===== src/rtl/silife_grid_reader_if.sv =====
// Grid row read port plus the outbound row-byte stream of the grid reader.
// The master side is the reader. The slave side is the grid together with the consumer.
interface silife_grid_reader_if;
  logic       en;
  logic       start;
  logic [4:0] row_select;
  logic [7:0] cells;
  logic       rd_en;
  logic [7:0] out_data;
  logic       out_valid;
  logic       out_ready;
  logic       out_last;
  logic       busy;
  logic       done;

  modport master (
    input  en, start, cells, out_ready,
    output row_select, rd_en, out_data, out_valid, out_last, busy, done
  );

  modport slave (
    output en, start, cells, out_ready,
    input  row_select, rd_en, out_data, out_valid, out_last, busy, done
  );
endinterface


===== src/rtl/silife_grid_reader.sv =====
// Scans the Life grid row by row on a start pulse.
// Each row leaves as one bit-reversed byte on a valid/ready stream.
module silife_grid_reader #(
  parameter int ROWS         = 32,
  parameter int READ_LATENCY = 1
) (
  input  logic                 clk,
  input  logic                 rst_n,
  silife_grid_reader_if.master bus
);

  typedef enum logic [2:0] {IDLE, FETCH, WAIT, PRESENT, DONE} state_t;

  localparam logic [4:0] LAST_ROW = 5'(ROWS - 1);

  state_t     state_q, state_d;
  logic [4:0] row_q, row_d;
  logic [7:0] data_q, data_d;

  // cells[0] is the leftmost cell, so it becomes the MSB of the output byte.
  function automatic logic [7:0] bit_reverse(input logic [7:0] v);
    logic [7:0] r;
    for (int i = 0; i < 8; i++) r[7-i] = v[i];
    return r;
  endfunction

  always_comb begin
    state_d = state_q;
    row_d   = row_q;
    data_d  = data_q;
    unique case (state_q)
      IDLE: begin
        if (bus.start && bus.en) begin
          state_d = FETCH;
          row_d   = '0;
        end
      end
      FETCH: begin
        if (bus.en) begin
          if (READ_LATENCY == 0) begin
            data_d  = bit_reverse(bus.cells);
            state_d = PRESENT;
          end else begin
            state_d = WAIT;
          end
        end
      end
      WAIT: begin
        if (bus.en) begin
          data_d  = bit_reverse(bus.cells);
          state_d = PRESENT;
        end
      end
      PRESENT: begin
        // The handshake completes regardless of en; only the next fetch waits.
        if (bus.out_ready) begin
          if (row_q == LAST_ROW) begin
            state_d = DONE;
            row_d   = '0;
          end else begin
            state_d = FETCH;
            row_d   = row_q + 5'd1;
          end
        end
      end
      DONE:    state_d = IDLE;
      default: state_d = IDLE;
    endcase
  end

  always_ff @(posedge clk) begin
    if (!rst_n) begin
      state_q <= IDLE;
      row_q   <= '0;
      data_q  <= '0;
    end else begin
      state_q <= state_d;
      row_q   <= row_d;
      data_q  <= data_d;
    end
  end

  assign bus.row_select = row_q;
  assign bus.rd_en      = (state_q == FETCH) || (state_q == WAIT);
  assign bus.out_data   = data_q;
  assign bus.out_valid  = (state_q == PRESENT);
  assign bus.out_last   = (state_q == PRESENT) && (row_q == LAST_ROW);
  assign bus.busy       = (state_q == FETCH) || (state_q == WAIT) || (state_q == PRESENT);
  assign bus.done       = (state_q == DONE);

endmodule


===== src/flat_wrapper.sv =====
// flat-port wrapper written by rule: the top's interface ports become plain ports
module silife_grid_reader_flat 
#(
  parameter int ROWS         = 32,
  parameter int READ_LATENCY = 1
)
  (clk, rst_n, bus_en, bus_start, bus_cells, bus_out_ready, bus_row_select, bus_rd_en, bus_out_data, bus_out_valid, bus_out_last, bus_busy, bus_done);
  silife_grid_reader_if bus_i ();
  input  logic clk;
  input  logic rst_n;
  input wire logic [$bits(bus_i.en)-1:0] bus_en;
  input wire logic [$bits(bus_i.start)-1:0] bus_start;
  input wire logic [$bits(bus_i.cells)-1:0] bus_cells;
  input wire logic [$bits(bus_i.out_ready)-1:0] bus_out_ready;
  output wire logic [$bits(bus_i.row_select)-1:0] bus_row_select;
  output wire logic [$bits(bus_i.rd_en)-1:0] bus_rd_en;
  output wire logic [$bits(bus_i.out_data)-1:0] bus_out_data;
  output wire logic [$bits(bus_i.out_valid)-1:0] bus_out_valid;
  output wire logic [$bits(bus_i.out_last)-1:0] bus_out_last;
  output wire logic [$bits(bus_i.busy)-1:0] bus_busy;
  output wire logic [$bits(bus_i.done)-1:0] bus_done;
  assign bus_i.en = bus_en;
  assign bus_i.start = bus_start;
  assign bus_i.cells = bus_cells;
  assign bus_i.out_ready = bus_out_ready;
  assign bus_row_select = bus_i.row_select;
  assign bus_rd_en = bus_i.rd_en;
  assign bus_out_data = bus_i.out_data;
  assign bus_out_valid = bus_i.out_valid;
  assign bus_out_last = bus_i.out_last;
  assign bus_busy = bus_i.busy;
  assign bus_done = bus_i.done;
  silife_grid_reader #(.ROWS(ROWS), .READ_LATENCY(READ_LATENCY)) u_core (.clk(clk), .rst_n(rst_n), .bus(bus_i));
endmodule

===== config.mk =====
export PLATFORM = sky130hd
export DESIGN_NAME = silife_grid_reader_flat
export DESIGN_NICKNAME = d
export VERILOG_FILES = /design/src/rtl/silife_grid_reader_if.sv /design/src/rtl/silife_grid_reader.sv /design/src/flat_wrapper.sv
export SDC_FILE = /design/constraint.sdc
export NUM_CORES = 1
export LEC_CHECK = 0
export ABC_AREA = 1
export CAP_MARGIN = 25
export CORE_AREA = 2 2 45 47
export CTS_CLUSTER_SIZE = 14
export DETAILED_ROUTE_END_ITERATION = 8
export DIE_AREA = 0 0 47 49
export DONT_BUFFER_PORTS = 1
export GPL_ROUTABILITY_DRIVEN = 0
export GPL_TIMING_DRIVEN = 0
export PLACE_DENSITY = 0.59
export SYNTH_ARGS = -nofsm -noshare
export SYNTH_HDL_FRONTEND = slang
export SYNTH_SLANG_ARGS = --single-unit

===== constraint.sdc =====
create_clock -name clk -period 1.3 [get_ports clk]
set_input_delay 0.065 -clock clk [delete_from_list [all_inputs] [get_ports clk]]
set_output_delay 0.065 -clock clk [all_outputs]
set_load 0.03 [all_outputs]

Word-level counts from Yosys, hierarchy flattened

Index checks and enable logic that the tools add are counted.

Register bits: 16
Bits of input ports: 13
Output and inout bits: 18
Word-level logic and storage cells: 32

Add/sub/neg operators: 1
Equality and inequality tests: 9
Multiplexer cells: 10
Reductions and logical operators: 9

Operators with widths:

| cell                  | number |
|---|---|
| $mux W3               | 5 |
| $mux W5               | 3 |
| $pmux W3 S4           | 1 |
| $pmux W5 S2           | 1 |
| $eq A3 B2 Y1 const B  | 2 |
| $ne A2 B2 Y1 const B  | 3 |
| $add A5 B1 Y5 const B | 1 |
| $eq A5 B5 Y1 const B  | 1 |
| $reduce_and A4 Y1     | 1 |
| $eq A3 B1 Y1 const B  | 1 |
| $eq A3 B3 Y1 const B  | 1 |
| $logic_not A3 Y1      | 1 |
| $reduce_and A3 Y1     | 1 |
| $logic_and A1 B1 Y1   | 2 |
| $logic_or A1 B1 Y1    | 2 |
| $ne A2 B1 Y1 const B  | 1 |
| $reduce_and A2 Y1     | 1 |
| $reduce_bool A2 Y1    | 1 |

Longest topological paths before layout

Depth after elaboration: 4
Depth in mapped cells: 9
Gate-level depth less buffers: 9

Worst setup path before layout

No wires, ideal clock.

Kind: reg-to-reg
Start point: register u_core.row_q[0] (netlist: u_core.bus.row_select[0])
End point: register u_core.state_q[2]
Library setup time: 0.080 ns
Arrival: 1.764 ns
Data required time: 1.220 ns
Path slack: -0.544 ns
Cell stages (with the launch flop): 8
Path buffers: 0
Cells stage by stage: dfxtp_1 ha_1 nand2_1 nor2_1 ha_1 inv_1 nor2_1 nor3b_1

Longest elaborated chain between the ends: 4

RTL lines:

| item                   | line                     | RTL |
|---|---|---|
| from (decl)            | silife_grid_reader.sv:17 | `logic [4:0] row_q, row_d;` |
| from (signal assigned) | silife_grid_reader.sv:78 | `row_q <= row_d;` |
| $eq A5 B5 Y1           | silife_grid_reader.sv:57 | `if (row_q == LAST_ROW) begin` |
| $mux W3                | silife_grid_reader.sv:57 |  |
| $mux W3                | silife_grid_reader.sv:56 | `if (bus.out_ready) begin` |
| $pmux W3 S4            | silife_grid_reader.sv:31 | `unique case (state_q)` |
| to (signal assigned)   | silife_grid_reader.sv:77 | `state_q <= state_d;` |
| to (decl)              | silife_grid_reader.sv:16 | `state_t state_q, state_d;` |

Every way passes these cells. The select of a mux whose other input is x is not followed.
A chain may end at the register's enable or synchronous reset.

Final worst setup path

Start point: register u_core.row_q[0] (netlist: u_core.bus.row_select[0])
End point: output bus_out_last

Longest elaborated chain between the ends: 2

RTL lines:

| item                | line                     | RTL |
|---|---|---|
| $eq A5 B5 Y1        | silife_grid_reader.sv:87 | `assign bus.out_last = (state_q == PRESENT) && (row_q == LAST_ROW);` |
| $logic_and A1 B1 Y1 | silife_grid_reader.sv:87 |  |
| to (decl)           | flat_wrapper.sv:19       | `output wire logic [$bits(bus_i.out_last)-1:0] bus_out_last;` |

Every way passes these cells.

==> summary.txt <==
Status
  – Status: finished, violations left
  – Failing checks: setup timing

Yosys
  – Synth Area in XOR/XNOR: 0.0111
  – Post-synth EDFFs: 0
  – Largest cells by area after synthesis: dfxtp_1, nor2_1, nand2_1
  – Syn Area/Cell: 7.08 sq um
  – Largest family of logic cells by synthesized area: simple AND/OR/NAND/NOR gates
  – Compound-gate portion of the synthesized area: 0.0955
  – Main synth FF type: dfxtp_1
  – Async S/R FF share, synth: 0
  – Synth Net Count: 126
  – Adder-Cell Fraction of Synth Area: 0.0318
  – Mapped Cells: 111
  – Mux contribution to synthesized area: 0
  – Mapped Area: 786 sq um
  – Count of different cell masters after synthesis: 19
  – Synth Register Bits: 16
  – Commonest cells post-synth: nor2_1, nand2_1, dfxtp_1, inv_1, o21ai_0
  – Leading area contributor after synthesis: dfxtp_1
  – Most frequent cell after synthesis: nor2_1
  – Sequential share of the synthesized area: 0.408
  – Area fraction of the dominant cell type after synthesis: 0.408
  – YS warnings: 0
  – Simple-Gate Fraction of Synth Area: 0.396

Clock tree
  – Clock latency on the worst-skew pair: 0.27 ns
  – CTS max path bufs: 2
  – CTS Root Buffer Type: clkbuf_4
  – CTS tree: built
  – Num CTS Buffers: 3
  – Reg clk slew, reported paths: 0.09 ns
  – # H-tree levels: 1
  – Sink Count: 16

Setup path
  – Largest fanout on the critical path: 5
  – Reg2reg path depth: 10
  – Crit path kind: reg2out
  – FF-to-FF setup slack: -0.18 ns
  – Crit start category: flip-flop
  – R2R Path End: u_core.state_q[0]
  – CP endpoint kind: output port
  – Critical Path AT: 1.47 ns
  – Crit path required time: 1.24 ns
  – FF-to-FF Start: u_core.bus.row_select[0]

Worst hold path
  – Worst Hold Class: in2reg
  – Min-delay src: bus_en
  – WHS Path Cells: 3
  – Hold EP: u_core.bus.out_data[1]

Global route
  – Largest net degree at the start of global routing: 11
  – Total track usage: 0.181
  – First-pass GRT wire length: 3.15 mm
  – Vias in the first global route: 745
  – Grt total ovfl: 0
  – Initial antenna violation count: 0

Power and ir drop
  – Clock power frac: 0.139
  – Flop pwr share: 0.395
  – Switching portion of total power: 0.489
  – Pwr Total: 2.27 mW
  – VDD IR max: 0.00115 V
  – PD cells: 1980 mW/mm^2
  – LEAKAGE: 0.469 nW
  – Sw power: 1.11 mW
  – Internal: 1.16 mW
  – Combinational power share: 0.465

Layout
  – ANT cells: 0
  – Area delta synth->final: 45.5%
  – Fraction of layout cells with a size suffix above 1: 0.369
  – Layout Nets: 146
  – Non-filler instance count after layout: 157
  – Post-route cell area: 0.00114 sq mm

Timing
  – Final Hold Viols: 0
  – Post-route setup TNS: -1.05 ns
  – Relative slew slack: 0.703
  – Final worst path period need: 1.54 ns
  – Unrepaired setup endpoints after global routing: true
  – Worst-margin pin slew: 0.445 ns
  – Period utilisation layout: 1.18
  – Worst setup margin: -0.236 ns
  – Final-report setup violation count: 6
  – Final Max Slew Viols: 0
  – WHS: 0.136 ns
  – Final clock skew: 0.00683 ns
  – Max Fclk: 651 MHz

Floorplanning
  – Die X: 47 um
  – Core area: 0.00184 sq mm
  – # rows: 16
  – Initial cell density of the core: 0.427
  – Area of the die: 0.00230 sq mm
  – Top-Level Pins: 31
  – Die height: 49 um

Routing
  – DRC: 0
  – Total vias in the final route: 761
  – Wire per inst: 12.1 um
  – Wirelength, routed: 1.91 mm
  – Average via count per standard cell: 4.85
  – TritonRoute pass-1 iters: 4
  – Initial DRC count: 5
  – Antenna Nets Post-Route: 0

Place
  – Placed instance area: 852 sq um
  – Placed insts: 138
  – Buffers added on ports: 0
  – Hpwl dp: 1.22 mm

Run
  – Max-cap viol count: 0
[worst max-delay path by stage]
stage	start	end	cells past startpoint
floorplan	u_core.bus.row_select[0]	u_core.state_q[2]	7
global placement	u_core.bus.row_select[0]	u_core.state_q[2]	7
detailed placement	u_core.bus.row_select[0]	u_core.state_q[0]	9
CTS	u_core.bus.row_select[0]	bus_out_last	6
global route	u_core.bus.row_select[1]	bus_out_last	6
finish	u_core.bus.row_select[0]	bus_out_last	6
[routing by layer]
| metal | wire length [um] | global-route usage | vias up |
|---|---|---|---|
| li1 | - | - | 394 |
| met1 | 766 | 0.232 | 355 |
| met2 | 1070 | 0.308 | 12 |
| met3 | 69 | 0.0407 | 0 |
| met4 | 0 | 0.0278 | 0 |
| met5 | 0 | 0 | - |
[worst max-delay path: stages (launching register included)]
cell	delay, ns
dfxtp_4	0.44
ha_4	0.17
nand2_4	0.06
nor2_4	0.13
ha_4	0.15
inv_4	0.04
nor2_4	0.21
[kinds of logic after synthesis]
group	Yosys count
adders and majority gates	2
AOI/OAI and AO/OA	15
xor gates and xnor gates	1
buffers and inverters	12
DFF	16
and+or+nand+nor	65
[repair_timing]
action,CTS,global route
resized for setup,16,21
hold buffers,10,0
hold endpoints to repair,13,0
pin swaps,4,9
setup buffers,1,4
setup endpoints to repair,20,18
[state kept, by name, summed over array words and instances (netlist names)]
register and cells:
u_core.bus.row_select 5, u_core.state_q 3, u_core.bus.out_data 8
[area by class of cell]
class | count | area (sq um)
fill | 169 | 698
timing repair buffer | 15 | 138
sequential | 16 | 339
clock buffer | 4 | 36.3
inverter | 11 | 46.3
multi-input combinational | 83 | 547
tap | 27 | 33.8
buffer | 1 | 3.75
[metrics by stage]
stage                util  worst slack (ns)
floorplan               -           -0.0446
global placement    0.463            -0.139
detailed placement  0.463            -0.144
CTS                 0.565            -0.243
global route        0.621            -0.301
finish              0.621            -0.236
[cell usage in the layout (no fill, tap or decap), types with 2 or more instances in the layout]
| master | instances |
|---|---|
| a21oi_1 | 2 |
| a21oi_2 | 3 |
| buf_4 | 5 |
| clkbuf_4 | 3 |
| dfxtp_1 | 9 |
| dfxtp_2 | 3 |
| dfxtp_4 | 4 |
| dlygate4sd3_1 | 10 |
| ha_4 | 2 |
| inv_1 | 8 |
| inv_4 | 2 |
| nand2_1 | 13 |
| nand2_2 | 4 |
| nand2_4 | 4 |
| nand3_2 | 4 |
| nand3_4 | 2 |
| nand4_1 | 2 |
| nor2_1 | 27 |
| nor2_4 | 5 |
| o21ai_0 | 7 |
| o21ai_2 | 2 |
[power by group through the flow]
stage	registers [mW]	clock network, mW	logic (mW)
after global routing	0.910	0.355	1.18
after floorplan	0.843	0	0.679
after detailed placement	0.867	0	0.785
after global placement	0.863	0	0.774
after CTS	0.874	0.339	0.871
final	0.897	0.316	1.05
Power figures use the tool's default switching activity.
